### src/rtl/register_file_logic_pkg.sv
// Shared widths, entry types and reset-init patterns for the dual register-file block.
package register_file_logic_pkg;

  localparam int A_AW    = 3;
  localparam int A_DW    = 4;
  localparam int A_DEPTH = 8;
  localparam int B_AW    = 4;
  localparam int B_DW    = 8;
  localparam int B_DEPTH = 16;

  typedef logic [A_DW-1:0] aEntry_t;
  typedef logic [B_DW-1:0] bEntry_t;

  // Reset-init selectors: entry i holds i, or the low nibble of i repeated.
  localparam int INIT_INDEX     = 0;
  localparam int INIT_NIBBLE_X2 = 1;

  function automatic logic [31:0] initValue(input int sel, input int idx);
    logic [3:0] nib;
    nib = idx[3:0];
    if (sel == INIT_NIBBLE_X2) return {24'd0, nib, nib};
    else                       return idx;
  endfunction

endpackage

### src/rtl/register_file_logic_regfile.sv
// Generic register file: synchronous write, combinational multi-port read, patterned reset.
module regfile
  import register_file_logic_pkg::*;
#(
  parameter int ADDR_W   = 3,
  parameter int DATA_W   = 4,
  parameter int NREAD    = 1,
  parameter int INIT_SEL = INIT_INDEX
) (
  input  logic                    clk,
  input  logic                    rst,
  input  logic                    en,
  input  logic                    wrEn,
  input  logic [ADDR_W-1:0]       wrAddr,
  input  logic [DATA_W-1:0]       wrData,
  input  logic [NREAD*ADDR_W-1:0] rdAddr,
  output logic [NREAD*DATA_W-1:0] rdData
);

  localparam int DEPTH = 1 << ADDR_W;

  logic [DATA_W-1:0] mem [DEPTH];

  always_ff @(posedge clk) begin
    if (rst) begin
      for (int i = 0; i < DEPTH; i++)
        mem[ADDR_W'(i)] <= DATA_W'(initValue(INIT_SEL, i));
    end else if (en && wrEn) begin
      mem[wrAddr] <= wrData;
    end
  end

  // No write bypass: reads always see the pre-edge array contents.
  for (genvar r = 0; r < NREAD; r++) begin : gRead
    assign rdData[r*DATA_W +: DATA_W] = mem[rdAddr[r*ADDR_W +: ADDR_W]];
  end

endmodule

### src/rtl/register_file_logic.sv
// Dual register file (A: 8x4, two reads; B: 16x8, one read) feeding a registered combine stage.
module register_file_logic
  import register_file_logic_pkg::*;
(
  input  logic            clk,
  input  logic            rst,
  input  logic            start,
  input  logic [A_AW-1:0] ReadRegA1,
  input  logic [A_AW-1:0] ReadRegA2,
  input  logic [A_AW-1:0] WriteRegA,
  input  logic            WriteEnA,
  input  logic [A_DW-1:0] WriteDataA,
  input  logic [B_AW-1:0] ReadRegB,
  input  logic [B_AW-1:0] WriteRegB,
  input  logic            WriteEnB,
  input  logic [B_DW-1:0] WriteDataB,
  output logic [A_DW-1:0] out1,
  output logic [A_DW-1:0] out2
);

  aEntry_t             rA1_p0, rA2_p0;
  bEntry_t             rB_p0;
  logic [2*A_AW-1:0]   aRdAddr;
  logic [2*A_DW-1:0]   aRdData;
  aEntry_t             out1_p1, out2_p1;

  function automatic aEntry_t addWrap(input aEntry_t a, input aEntry_t b);
    return a + b;
  endfunction

  assign aRdAddr          = {ReadRegA2, ReadRegA1};
  assign {rA2_p0, rA1_p0} = aRdData;

  regfile #(
    .ADDR_W   (A_AW),
    .DATA_W   (A_DW),
    .NREAD    (2),
    .INIT_SEL (INIT_INDEX)
  ) fileA (
    .clk    (clk),
    .rst    (rst),
    .en     (start),
    .wrEn   (WriteEnA),
    .wrAddr (WriteRegA),
    .wrData (WriteDataA),
    .rdAddr (aRdAddr),
    .rdData (aRdData)
  );

  regfile #(
    .ADDR_W   (B_AW),
    .DATA_W   (B_DW),
    .NREAD    (1),
    .INIT_SEL (INIT_NIBBLE_X2)
  ) fileB (
    .clk    (clk),
    .rst    (rst),
    .en     (start),
    .wrEn   (WriteEnB),
    .wrAddr (WriteRegB),
    .wrData (WriteDataB),
    .rdAddr (ReadRegB),
    .rdData (rB_p0)
  );

  // Stage p0 -> p1: combine the reads and register the results.
  always_ff @(posedge clk) begin
    if (rst) begin
      out1_p1 <= '0;
      out2_p1 <= '0;
    end else if (start) begin
      out1_p1 <= addWrap(rA1_p0, rB_p0[3:0]);
      out2_p1 <= rA2_p0 ^ rB_p0[7:4];
    end
  end

  assign out1 = out1_p1;
  assign out2 = out2_p1;

endmodule

### config.mk
export PLATFORM = sky130hd
export DESIGN_NAME = register_file_logic
export DESIGN_NICKNAME = d
export VERILOG_FILES = /design/src/rtl/register_file_logic_pkg.sv /design/src/rtl/register_file_logic_regfile.sv /design/src/rtl/register_file_logic.sv
export SDC_FILE = /design/constraint.sdc
export NUM_CORES = 1
export LEC_CHECK = 0
export ABC_AREA = 1
export ABC_CLOCK_PERIOD_IN_PS = 4610
export CAP_MARGIN = 20
export CORE_MARGIN = 3
export CORE_UTILIZATION = 65
export DETAILED_ROUTE_END_ITERATION = 6
export PLACE_DENSITY = 0.81
export SLEW_MARGIN = 20
export SYNTH_ARGS = -nofsm -noshare
export SYNTH_HDL_FRONTEND = slang
export SYNTH_SLANG_ARGS = --single-unit
export TNS_END_PERCENT = 30
### constraint.sdc
create_clock -name clk -period 4.61 [get_ports clk]
set_input_delay 0.461 -clock clk [delete_from_list [all_inputs] [get_ports clk]]
set_output_delay 0.461 -clock clk [all_outputs]
set_load 0.02 [all_outputs]
==> results of run 1 <==
-- power groups by stage --
stage / Clock (W) / Sequential [W] / Combinational (W)
6_report: 0.00157 / 0.00179 / 0.000379
4_1_cts: 0.00156 / 0.00179 / 0.000374
2_1_floorplan: 0 / 0.00182 / 0.000251
3_3_place_gp: 0 / 0.00182 / 0.000358
3_5_place_dp: 0 / 0.00182 / 0.000368
5_1_grt: 0.00164 / 0.00180 / 0.000418
-- path summary, 6_finish.rpt --
path / from / endpoint / slack [ps] / cells after the start
hold / removal: out1[0]$_SDFFE_PP0P_ / out1[0]$_SDFFE_PP0P_ / 540 / 2
setup / recovery: ReadRegB[1] / out1[2]$_SDFFE_PP0P_ / 1380 / 11
hold reg to reg: out1[0]$_SDFFE_PP0P_ / out1[0]$_SDFFE_PP0P_ / 540 / 2
setup reg to reg: fileB.mem[1][0]$_SDFFCE_PN1P_ / out1[2]$_SDFFE_PP0P_ / 2420 / 9
-- area by class of cell --
type | count | share of cell area, %
Clock inverter | 14 | 2.32
Inverter | 108 | 4.35
Sequential cell | 168 | 52.4
Multi-Input combinational cell | 599 | 29.7
Timing Repair Buffer | 43 | 4.44
Tap cell | 172 | 2.27
Clock buffer | 18 | 4.53
-- per-stage QoR --
stage	hold WS (ps)	std cells	cell area, um2	utilization, %	setup WS (ps)
after floorplan	593	920	8470	-	2180
after global placement	496	1090	8820	69.6	1160
after detailed placement	530	1090	8820	69.6	1030
after CTS	542	1122	9470	74.8	1450
after global routing	563	1122	9470	74.8	1130
final	542	1122	9470	74.8	1380
-- flip-flops by register name (all words and copies together) (netlist names) --
| register | cells |
|---|---|
| fileB.mem | 128 |
| out2 | 4 |
| fileA.mem | 32 |
| out1 | 4 |
-- worst max-delay path: cells and delay by family --
kind / cells / cell delay (ps)
AOI/OAI and AO/OA: 4 / 690
xor gates and xnor gates: 1 / 160
adders and majority gates: 2 / 690
buffers and inverters: 3 / 1420
and+or+nand+nor: 1 / 120
-- cell usage in the layout (no fill, tap or decap), types with 3 or more instances in the layout --
cell	Yosys	layout
sky130_fd_sc_hd__clkdlybuf4s50_1	0	40
sky130_fd_sc_hd__nand3_2	5	5
sky130_fd_sc_hd__inv_2	15	15
sky130_fd_sc_hd__clkbuf_16	0	17
sky130_fd_sc_hd__o221ai_1	8	8
sky130_fd_sc_hd__o22ai_1	5	5
sky130_fd_sc_hd__edfxtp_1	160	160
sky130_fd_sc_hd__bufinv_16	0	5
sky130_fd_sc_hd__a21oi_1	12	12
sky130_fd_sc_hd__nand3_1	61	61
sky130_fd_sc_hd__o21ai_1	14	15
sky130_fd_sc_hd__o211ai_2	13	13
sky130_fd_sc_hd__inv_1	89	89
sky130_fd_sc_hd__nor2_4	8	8
sky130_fd_sc_hd__o211ai_1	8	8
sky130_fd_sc_hd__nor2_1	181	181
sky130_fd_sc_hd__dfxtp_1	8	8
sky130_fd_sc_hd__nand2_1	213	213
sky130_fd_sc_hd__o21ai_0	51	50
sky130_fd_sc_hd__a31oi_1	3	3
sky130_fd_sc_hd__nor2_2	9	9
sky130_fd_sc_hd__ha_1	3	3
-- metal layers --
| metal | share of wire (%) | track usage (%) | up-vias | wire, um |
|---|---|---|---|---|
| met5 | 0 | 0 | - | 0 |
| met4 | 2.5 | 10.2 | 0 | 513 |
| met3 | 11 | 6.97 | 45 | 2350 |
| met2 | 46 | 46.2 | 413 | 9450 |
| met1 | 40 | 42.9 | 3062 | 8260 |
| li1 | - | - | 3068 | - |
-- cells by family after synthesis --
logic type,Yosys count,synth area share (%)
compound gates,114,8.59
xor+xnor,1,0.103
fa+ha+maj,4,0.679
buf+inv,153,8.24
flops,168,58.6
simple gates,480,23.8
==> summary by stage, run 1 <==
Pwr
The leakage dissipation is 3.71 nW. For this design the total switching power over the nets is 0.000894 W. In this run the power density over the cells is 394 mW/mm2. The switching portion of total power is 23.9%. The internal power summed over all cells is 0.00284 W. In this run, the combinational gates consume 10.1% of the power.

The design draws 0.00374 W. Of the total power, registers draw 48.0%. The power share of the clock group is 41.9%. VDD sags by at most 0.293 mV.

Drt
The total number of vias is 6588. The wire length after detailed routing is 20600 um. The via count normalized by instance count is 5.87. After detailed routing, the number of remaining DRC violations is 0. The iteration-0 DRC count of the detailed router is 1062. The number of antenna-violating nets in the routed design is 0. The count of TritonRoute iterations in the first routing pass is 6. In the final routed layout, each cell accounts on average for 18.3 um.

Synth
The post-synthesis register bit count is 168. The dominant cell by count in the synthesized netlist is sky130_fd_sc_hd__nand2_1. Summing every instance area after synthesis gives 0.00847 mm2. The cell taking the most area after synthesis is sky130_fd_sc_hd__edfxtp_1. The cell count after synthesis is 920. Of the synthesized area, sequential elements account for 58.6%. The distinct cell type count of the synthesized netlist is 33. In the post-synthesis netlist, the biggest area contributors are sky130_fd_sc_hd__edfxtp_1, sky130_fd_sc_hd__nand2_1, sky130_fd_sc_hd__nor2_1, sky130_fd_sc_hd__inv_1, sky130_fd_sc_hd__nand3_1. The number of nets produced by synthesis is 958.

The most used flip-flop cell after synthesis is sky130_fd_sc_hd__edfxtp_1. Summed over its instances, the top area cell type makes up 56.7% of the synthesized netlist area. Yosys printed 0 warnings.

The mean instance size in the synthesized netlist is 9.21 um2. By count the netlist is led by sky130_fd_sc_hd__nand2_1, sky130_fd_sc_hd__nor2_1, sky130_fd_sc_hd__edfxtp_1, sky130_fd_sc_hd__inv_1, sky130_fd_sc_hd__nand3_1. Yosys mapped a number of flops with a built-in enable equal to 160. In the synthesized netlist the async set-or-reset flop fraction comes to 0%.

Placed design
The wire-length estimate of the detail-placed layout is 14000 um. The weighted congestion at the end of routability-driven global placement is 0.894. Buffers placed on the I/O ports in this run total 41.

STA
The final clock period utilization by the worst path is 70.2%. Clock skew on the completed layout was measured at 10.5 ps. Setup repair after global routing left no endpoint under its margin. Static timing analysis puts the maximum clock frequency at 309 MHz. The number of max-slew violations in the final report was 0. Setup violations remaining at the end of the flow were counted as 0. The total count of hold-check failures in the final report is 0.

The headroom to the max-slew limit is 42.1%. After routing, the total negative slack on setup checks comes to 0 ps. The slew at the pin closest to its max-slew limit is 867 ps.

For the finished layout, the period the worst path requires is 3230 ps.

Finish
The number of fillers in the final layout is 907. The number of antenna repair diodes is 0. The area occupied by multi-input gates is 0.00281 mm2. The number of nets in the finished design is 975.

The share of final-layout standard cells stronger than drive strength 1 is 9.37%. The area occupied by registers is 0.00496 mm2. The area growth from synthesis to layout is 11.8%.

GRT
The wire length of the first global-routing pass is 32800 um. The initial antenna violation count is 0. The via count of the first global-routing pass is 6270.

The pin count of the biggest net entering global routing is 54. Global routing used 30.1% of the available tracks across all layers. The total grt overflow is 0.

Outcome
The run finished with clean final reports.

Floorplanning
From left edge to right edge, the die measures 120 um. The effective utilization at floorplan is 66.9%. The cell row count is 41. The overall die area is 0.0144 mm2.

The area of the core is 0.0127 mm2. In this run the count of I/O pins placed on the die edge is 42. The floorplan step set the die height to 120 um.

Critical path
The signal on the critical path passes through clkdlybuf4s50_1 -> inv_4 -> o21ai_1 -> o221ai_1 -> o211ai_1 -> nand2_1 -> ha_1 -> fa_1 -> xor2_1 -> o21ai_0 -> inv_1. The master of the slowest instance on the critical path is sky130_fd_sc_hd__clkdlybuf4s50_1. Of all nets on the critical path, the largest fanout is 47.

STA classifies the critical path endpoint as a flip-flop. The endpoint arrival time on the critical path is 3560 ps. The worst setup path is of the primary input to flip-flop kind. The longest individual stage delay on the worst path is 950 ps. The nature of the critical path startpoint is a primary input. STA puts the critical path data required time at 4940 ps.

CTS
Post-CTS timing repair inserted 0 buffers for setup. The number of buffers inserted by hold repair at cts is 0. The number of CTS-inserted buffers is 17. The clock-pin slew of the registers on the worst-case setup and hold paths is 60 ps.

In this run the number of H-tree levels came out at 4. The worst-skew pair later-pin latency is 440 ps. Once the clock tree was built, the resizer swapped 0 gates to a different size. The tree is rooted in a sky130_fd_sc_hd__clkbuf_16. The clock tree from TritonCTS is done. The count of clock tree sinks is 168. The deepest clock path buffer count is 2.

Worst hold path
The tightest min-delay check is of the flip-flop to flip-flop type.

Run
The number of violations of the max-capacitance limit is 0.
(Power assumes the default switching activity.)
==> inputs of run 2 (changes only) <==
Settings changed: ABC_CLOCK_PERIOD_IN_PS 4610 to 2800, CORE_UTILIZATION 65 to 55, PLACE_DENSITY 0.81 to 0.73.
Clock period 4.61 ns to 2.8 ns, I/O delays scaled along.
==> run 2 against run 1 <==
Global-route usage shrank 4.6 points. Register-to-register slack got worse by 1700 ps. Largest power group unchanged. Critical path type unchanged. Highest routed layer unchanged. Routed wire length decreased by 0.33%. Sequential power rose by 65%.
==> summary by stage, run 2 (same netlist as run 1, synthesis figures left out) <==
Critical path
The highest fanout seen on the critical path was 21 (-55%). The end of the worst register-to-register path is out1[2]$_SDFFE_PP0P_. The worst-case reg-to-reg path depth is 9 (unchanged). The data required time at the worst endpoint is 3130 ps (-1810 ps). The nature of the critical path startpoint is a primary input. The endpoint arrival time on the critical path is 2590 ps (-970 ps).

The flop-to-flop setup slack is 690 ps (-1730 ps). The critical path in this run is classified as primary input to flip-flop. The critical path capture point type is a flip-flop.

The timing startpoint of the critical path is ReadRegB[1]. The most critical setup path has its endpoint at out1[3]$_SDFFE_PP0P_. The startpoint of the worst register-to-register path is fileB.mem[3][0]$_SDFFCE_PN1P_.

Finish
The flip-flop count of the largest register, all copies and words added is 128 (unchanged). In the layout the commonest cells are sky130_fd_sc_hd__nand2_1, sky130_fd_sc_hd__nor2_1, sky130_fd_sc_hd__edfxtp_1. The area occupied by registers was 0.00496 mm2 (unchanged).

The number of fillers in the final layout was 1204 (+33%). The largest registers in the layout are fileB.mem: 128 flops, fileA.mem: 32 flops. From synthesis to final layout, the design area changed by 13.2%.

The share of final-layout standard cells stronger than drive strength 1 came to 11.2% (+1.8 points). The area occupied by multi-input gates was 0.00281 mm2 (unchanged). The number of nets in the finished design is 1000 (+2.6%). The register with the most flip-flops in the final layout is fileB.mem. The number of antenna repair diodes was 0 (unchanged).

The final design area excluding fillers is 0.00959 mm2 (+1.3%). Leaving out fill and tap cells, the most frequent cell in the layout is sky130_fd_sc_hd__nand2_1.

CTS
The number of buffers added for setup after CTS is 0 (unchanged). The count of clock tree sinks was 168 (unchanged). The total number of H-tree levels is 4 (unchanged).

The clock-pin slew of the registers on the worst-case setup and hold paths came to 60 ps (about the same). The number of buffers inserted by hold repair at cts is 0 (unchanged). The number of CTS-inserted buffers is 17 (unchanged). The root cell of the clock tree is sky130_fd_sc_hd__clkbuf_16. The post-cts sizing count is 0 (unchanged). TritonCTS built the clock tree. The deepest clock path buffer count is 2 (unchanged). The worst-skew pair later-pin latency is 430 ps (about the same).

STA
The highest achievable clock rate is 442 MHz. The final setup violation count is 0 (unchanged). The number of max-slew violations in the final report is 0 (unchanged). Setup repair after global routing left no endpoint under its margin.

The slew at the pin closest to its max-slew limit is 801 ps (-66.0 ps). The final setup TNS is 0 ps (unchanged). The largest clock skew in the final design is 5.20 ps (-5.35 ps). For the finished layout, the period the worst path requires is 2260 ps. The total count of hold-check failures in the final report is 0 (unchanged). The final clock period utilization by the worst path is 80.8%. The worst hold slack after final layout came to 518 ps (-24.2 ps).

The headroom to the max-slew limit was 46.5% (+4.4 points).

Placed design
The number of I/O port buffers is 41 (unchanged). The detailed placement HPWL is 14400 um (+2.8%). The weighted congestion at the end of routability-driven global placement was 0.889 (-0.54%).

The placed standard-cell area is 0.00902 mm2 (+2.3%).

Drt
The total number of vias was 6433 (-2.4%). The count of TritonRoute iterations in the first routing pass came to 5 (-1). The wire length after detailed routing came to 20500 um (-0.33%).

The number of antenna-violating nets in the routed design is 0 (unchanged). The iteration-0 DRC count of the detailed router came to 767 (-28%). The via count normalized by instance count came to 5.56 (-5.3%). The average wire per cell in the routed design is 17.7 um (-3.3%). The post-route DRC violation count was 0 (unchanged).

GRT
The initial antenna violation count is 0 (unchanged). The global routing usage summed across all routing layers is 25.5% (-4.6 points). The via count of the first global-routing pass is 5967 (-4.8%). The total grt overflow was 0 (unchanged). The pin count of the biggest net entering global routing came to 45 (-17%). The wire length of the first global-routing pass came to 32300 um (-1.4%).

Run
The number of violations of the max-capacitance limit is 0 (unchanged).

Worst hold path
The type of the tightest min-delay check is flip-flop to flip-flop.

Pwr
The leakage dissipation is 3.80 nW (+2.2%). The power density normalized to cell area is 615 mW/mm2 (+56%). The largest voltage drop on the vdd net is 0.516 mV (+76%). The post-route total power was 0.00590 W (+58%).

Floorplanning
The overall die area is 0.0169 mm2 (+17%). The cell row count came to 44 (+7.3%). The I/O pin total is 42 (unchanged). The floorplan die width came to 130 um (+8.3%).

The floorplan die height is 130 um (+8.3%). The area of the core is 0.0148 mm2 (+17%). The effective utilization at floorplan is 57.2% (-9.7 points).

Outcome
The run finished with clean final reports.
## run 2: area by class of cell
class / instances / share of cell area [%]
clock buffer: 21 / 4.59
clock inverter: 9 / 1.33
inverter: 108 / 4.29
multi-input combinational: 599 / 29.3
sequential: 168 / 51.8
tap: 184 / 2.40
timing repair buffer: 68 / 6.34
## run 2: layer usage
metal | GRT usage [%] | vias up | share of wire (%)
met2 | 36.8 | 279 | 43
met5 | 0 | - | 0
met4 | 8.01 | 0 | 1.9
met1 | 38.5 | 3019 | 45
met3 | 5.81 | 31 | 9.5
li1 | - | 3104 | -
## run 2: worst max-delay path, stage by stage
cell	delay, ps
sky130_fd_sc_hd__clkdlybuf4s50_1	500
sky130_fd_sc_hd__inv_4	230
sky130_fd_sc_hd__buf_4	210
sky130_fd_sc_hd__o21ai_0	100
sky130_fd_sc_hd__o221ai_1	190
sky130_fd_sc_hd__nand3_1	90
sky130_fd_sc_hd__nand2_1	150
sky130_fd_sc_hd__ha_1	250
sky130_fd_sc_hd__nand3_1	80
sky130_fd_sc_hd__nand3_1	80
sky130_fd_sc_hd__inv_1	70
sky130_fd_sc_hd__nand2_1	50
sky130_fd_sc_hd__nand2_1	70
sky130_fd_sc_hd__inv_1	40
sky130_fd_sc_hd__nand2_1	40
sky130_fd_sc_hd__nand3_1	60
sky130_fd_sc_hd__nand2_1	60
sky130_fd_sc_hd__inv_1	30
## run 2: worst min-delay path by stage
stage,start,end,cells after the start
floorplan,start,out1[0]$_SDFFE_PP0P_,3
global placement,out1[1]$_SDFFE_PP0P_,out1[1]$_SDFFE_PP0P_,2
detailed placement,out1[1]$_SDFFE_PP0P_,out1[1]$_SDFFE_PP0P_,2
CTS,out1[1]$_SDFFE_PP0P_,out1[1]$_SDFFE_PP0P_,2
global route,out1[1]$_SDFFE_PP0P_,out1[1]$_SDFFE_PP0P_,2
finish,out1[0]$_SDFFE_PP0P_,out1[0]$_SDFFE_PP0P_,2
## run 2: report_power, final
| group | switching, W | internal [W] |
|---|---|---|
| logic | 0.000426 | 0.000219 |
| clock network | 0.000919 | 0.00139 |
| registers | 0.0000587 | 0.00289 |
| total | 0.00140 | 0.00450 |
## run 2: metrics by stage
step                utilization (%)  setup WS (ps)  std cells
detailed placement             60.9            130       1127
floorplan                         -            550        920
finish                         64.8            538       1157
CTS                            64.8            569       1157
global placement               60.9            195       1127
global route                   64.8            346       1157
==> inputs of run 3 (changes only) <==
Settings changed: ABC_CLOCK_PERIOD_IN_PS 2800 to 2130, CORE_UTILIZATION 55 to 61, PLACE_DENSITY 0.73 to 0.77.
Clock period 2.8 ns to 2.13 ns, I/O delays scaled along.
==> run 3 against run 2 <==
Core utilization up 12 points. Via count up 8.4%. Highest routed layer unchanged. Critical path type is now flip-flop to flip-flop. Critical endpoint unchanged. Largest power group unchanged. Cell count up 6.0%. Flip-flop and latch count unchanged. Routed wire length up 5.7%. Clock skew up 1.5 ps. Global-route usage up 4.3 points. Combinational power up 53%.
==> summary by stage, run 3 (same netlist as run 1, synthesis figures left out) <==
GRT
The wire length of the first global-routing pass was 33700 um (+4.2%). The via count of the first global-routing pass came to 6443 (+8.0%). The initial antenna violation count is 0 (unchanged). The total grt overflow is 0 (unchanged). The global routing usage summed across all routing layers came to 29.8% (+4.3 points). The pin count of the biggest net entering global routing was 33 (-27%).

Floorplanning
The floorplan die height was 124 um (-4.8%). The cell row count is 42 (-4.5%). The floorplan die width is 124 um (-4.8%). The overall die area is 0.0153 mm2 (-9.4%).

The effective utilization at floorplan came to 63.2% (+6.0 points). The I/O pin total is 42 (unchanged). The area of the core is 0.0134 mm2 (-9.5%).

Drt
The average wire per cell in the routed design is 17.7 um (-0.23%). The iteration-0 DRC count of the detailed router is 744 (-3.0%). The via count normalized by instance count was 5.69 (+2.3%). The count of TritonRoute iterations in the first routing pass was 5 (unchanged).

The wire length after detailed routing is 21700 um (+5.7%). The total number of vias is 6971 (+8.4%). The post-route DRC violation count is 0 (unchanged). The number of antenna-violating nets in the routed design is 0 (unchanged).

STA
The final setup TNS is 0 ps (unchanged). The slew at the pin closest to its max-slew limit is 393 ps (-408 ps). The headroom to the max-slew limit was 73.7% (+27 points). The final setup violation count is 0 (unchanged).

The total count of hold-check failures in the final report is 0 (unchanged). The highest achievable clock rate is 506 MHz. The number of max-slew violations in the final report was 0 (unchanged). The largest clock skew in the final design is 6.66 ps (+1.46 ps). The final clock period utilization by the worst path is 92.8%. Counting I/O delays and the setup requirement, the final critical path takes 1980 ps. The final setup slack of the worst path is 153 ps (-385 ps).

Placed design
The detailed placement HPWL is 15100 um (+4.9%). The weighted congestion at the end of routability-driven global placement came to 0.951 (+7.0%). The worst setup slack after placement is -422 ps (-552 ps). The number of placed instances, taps included was 1193 (+5.9%). The number of I/O port buffers is 41 (unchanged).

CTS
The clock-pin slew of the registers on the worst-case setup and hold paths is 70 ps (about the same). The total number of H-tree levels is 4 (unchanged). The number of CTS-inserted buffers is 17 (unchanged).

The deepest clock path buffer count was 2 (unchanged). The worst-skew pair later-pin latency is 430 ps (about the same). TritonCTS built the clock tree. The count of clock tree sinks is 168 (unchanged). The number of buffers inserted by hold repair at cts is 0 (unchanged). The tree is rooted in a sky130_fd_sc_hd__clkbuf_16.

Finish
The most common cell after layout, fill and taps aside is sky130_fd_sc_hd__nand2_1. The flip-flop count of the largest register, all copies and words added came to 128 (unchanged). The number of nets in the finished design is 1075 (+7.5%). The area occupied by registers is 0.00496 mm2 (unchanged).

The register with the most flip-flops is fileB.mem. The largest registers in the layout are fileB.mem: 128 flops, fileA.mem: 32 flops. The final design utilization is 77.1% (+12 points). The top cell types in the final layout, fill and taps aside, are sky130_fd_sc_hd__nand2_1, sky130_fd_sc_hd__nor2_1, sky130_fd_sc_hd__edfxtp_1. The share of final-layout standard cells stronger than drive strength 1 came to 18.9% (+7.7 points). The number of antenna repair diodes was 0 (unchanged). The number of standard cells in the layout, taps in and fillers out came to 1226 (+6.0%). The area occupied by multi-input gates is 0.00284 mm2 (+1.2%). The number of fillers in the final layout was 879 (-27%). The area overhead of the layout relative to synthesis is 21.9%.

Outcome
The run finished with clean final reports.

Run
The number of violations of the max-capacitance limit is 0 (unchanged).

Critical path
The endpoint arrival time on the critical path is 2310 ps (-280 ps). The data required time at the worst endpoint is 2460 ps (-670 ps). The critical path capture point type is a flip-flop.

The highest fanout seen on the critical path is 2 (-90%). STA classifies the critical path startpoint as a flip-flop. The class of the most critical setup path is flip-flop to flip-flop.

Pwr
The power density normalized to cell area is 771 mW/mm2 (+25%). The largest voltage drop on the vdd net is 0.725 mV (+41%). The leakage dissipation was 4.24 nW (+12%). The post-route total power was 0.00796 W (+35%).

Worst hold path
In this run the worst hold path is classified as primary input to flip-flop.
==> run 3: cell count changes in the layout (fill, tap and decap cells not counted), sizes merged, moves of 4 or more <==
cell | before | now
inv | 106 | 111
clkinv | 6 | 10
buf | 28 | 103
clkbuf | 21 | 17
==> run 3: power by group <==
part | internal (W) | leakage, nW | switching [W] | total, W
sequential | 0.00380 | 1.63 | 0.0000808 | 0.00388
combinational | 0.000388 | 2.32 | 0.000596 | 0.000984
clock | 0.00175 | 0.292 | 0.00135 | 0.00310
==> run 3: final timing paths <==
kind                                      start                             to  slack, ps  cells past startpoint
setup / recovery  fileB.mem[9][1]$_SDFFCE_PN0P_           out1[3]$_SDFFE_PP0P_        150                     15
hold / removal                         WriteEnA  fileA.mem[1][0]$_SDFFCE_PN1P_        510                      4
setup reg to reg  fileB.mem[9][1]$_SDFFCE_PN0P_           out1[3]$_SDFFE_PP0P_        150                     15
hold reg to reg            out1[0]$_SDFFE_PP0P_           out1[0]$_SDFFE_PP0P_        520                      2
==> run 3: per-layer routing <==
layer / track usage [%] / vias up / wire length [um]
met2: 44.3 / 408 / 9870
li1: - / 3265 / -
met3: 7.63 / 47 / 2310
met5: 0 / - / 0
met1: 42.7 / 3251 / 8970
met4: 11.0 / 0 / 522
==> run 3: final cells by class <==
type,count,area share (%)
Inverter,108,3.98
Timing Repair Buffer,143,12.5
Sequential cell,168,48.1
Clock buffer,17,4.12
Clock inverter,15,1.62
Tap cell,176,2.13
Multi-Input combinational cell,599,27.5
==> run 3: per-stage QoR <==
step / instance area (um2) / hold slack [ps]
finish: 10300 / 512
global route: 10300 / 537
CTS: 10300 / 492
detailed placement: 9690 / 498
global placement: 9690 / 483
floorplan: 8480 / 399
==> run 3: repair_timing <==
| action | 4_1_cts | 5_1_grt |
|---|---|---|
| setup buffers | 0 | 1 |
| endpoints found under the setup margin | 0 | 3 |
| gates resized for setup | 0 | 17 |
==> run 3: worst max-delay path, cell delays in order, from the launching register on <==
cell	delay, ps
sky130_fd_sc_hd__edfxtp_1	370
sky130_fd_sc_hd__o21ai_0	230
sky130_fd_sc_hd__o221ai_1	160
sky130_fd_sc_hd__nand3_1	110
sky130_fd_sc_hd__nand2_1	100
sky130_fd_sc_hd__ha_1	310
sky130_fd_sc_hd__nand3_1	80
sky130_fd_sc_hd__nand3_1	110
sky130_fd_sc_hd__inv_1	70
sky130_fd_sc_hd__nand2_1	50
sky130_fd_sc_hd__nand2_1	60
sky130_fd_sc_hd__inv_1	40
sky130_fd_sc_hd__nand2_1	40
sky130_fd_sc_hd__nand3_1	60
sky130_fd_sc_hd__nand2_1	60
sky130_fd_sc_hd__inv_1	30
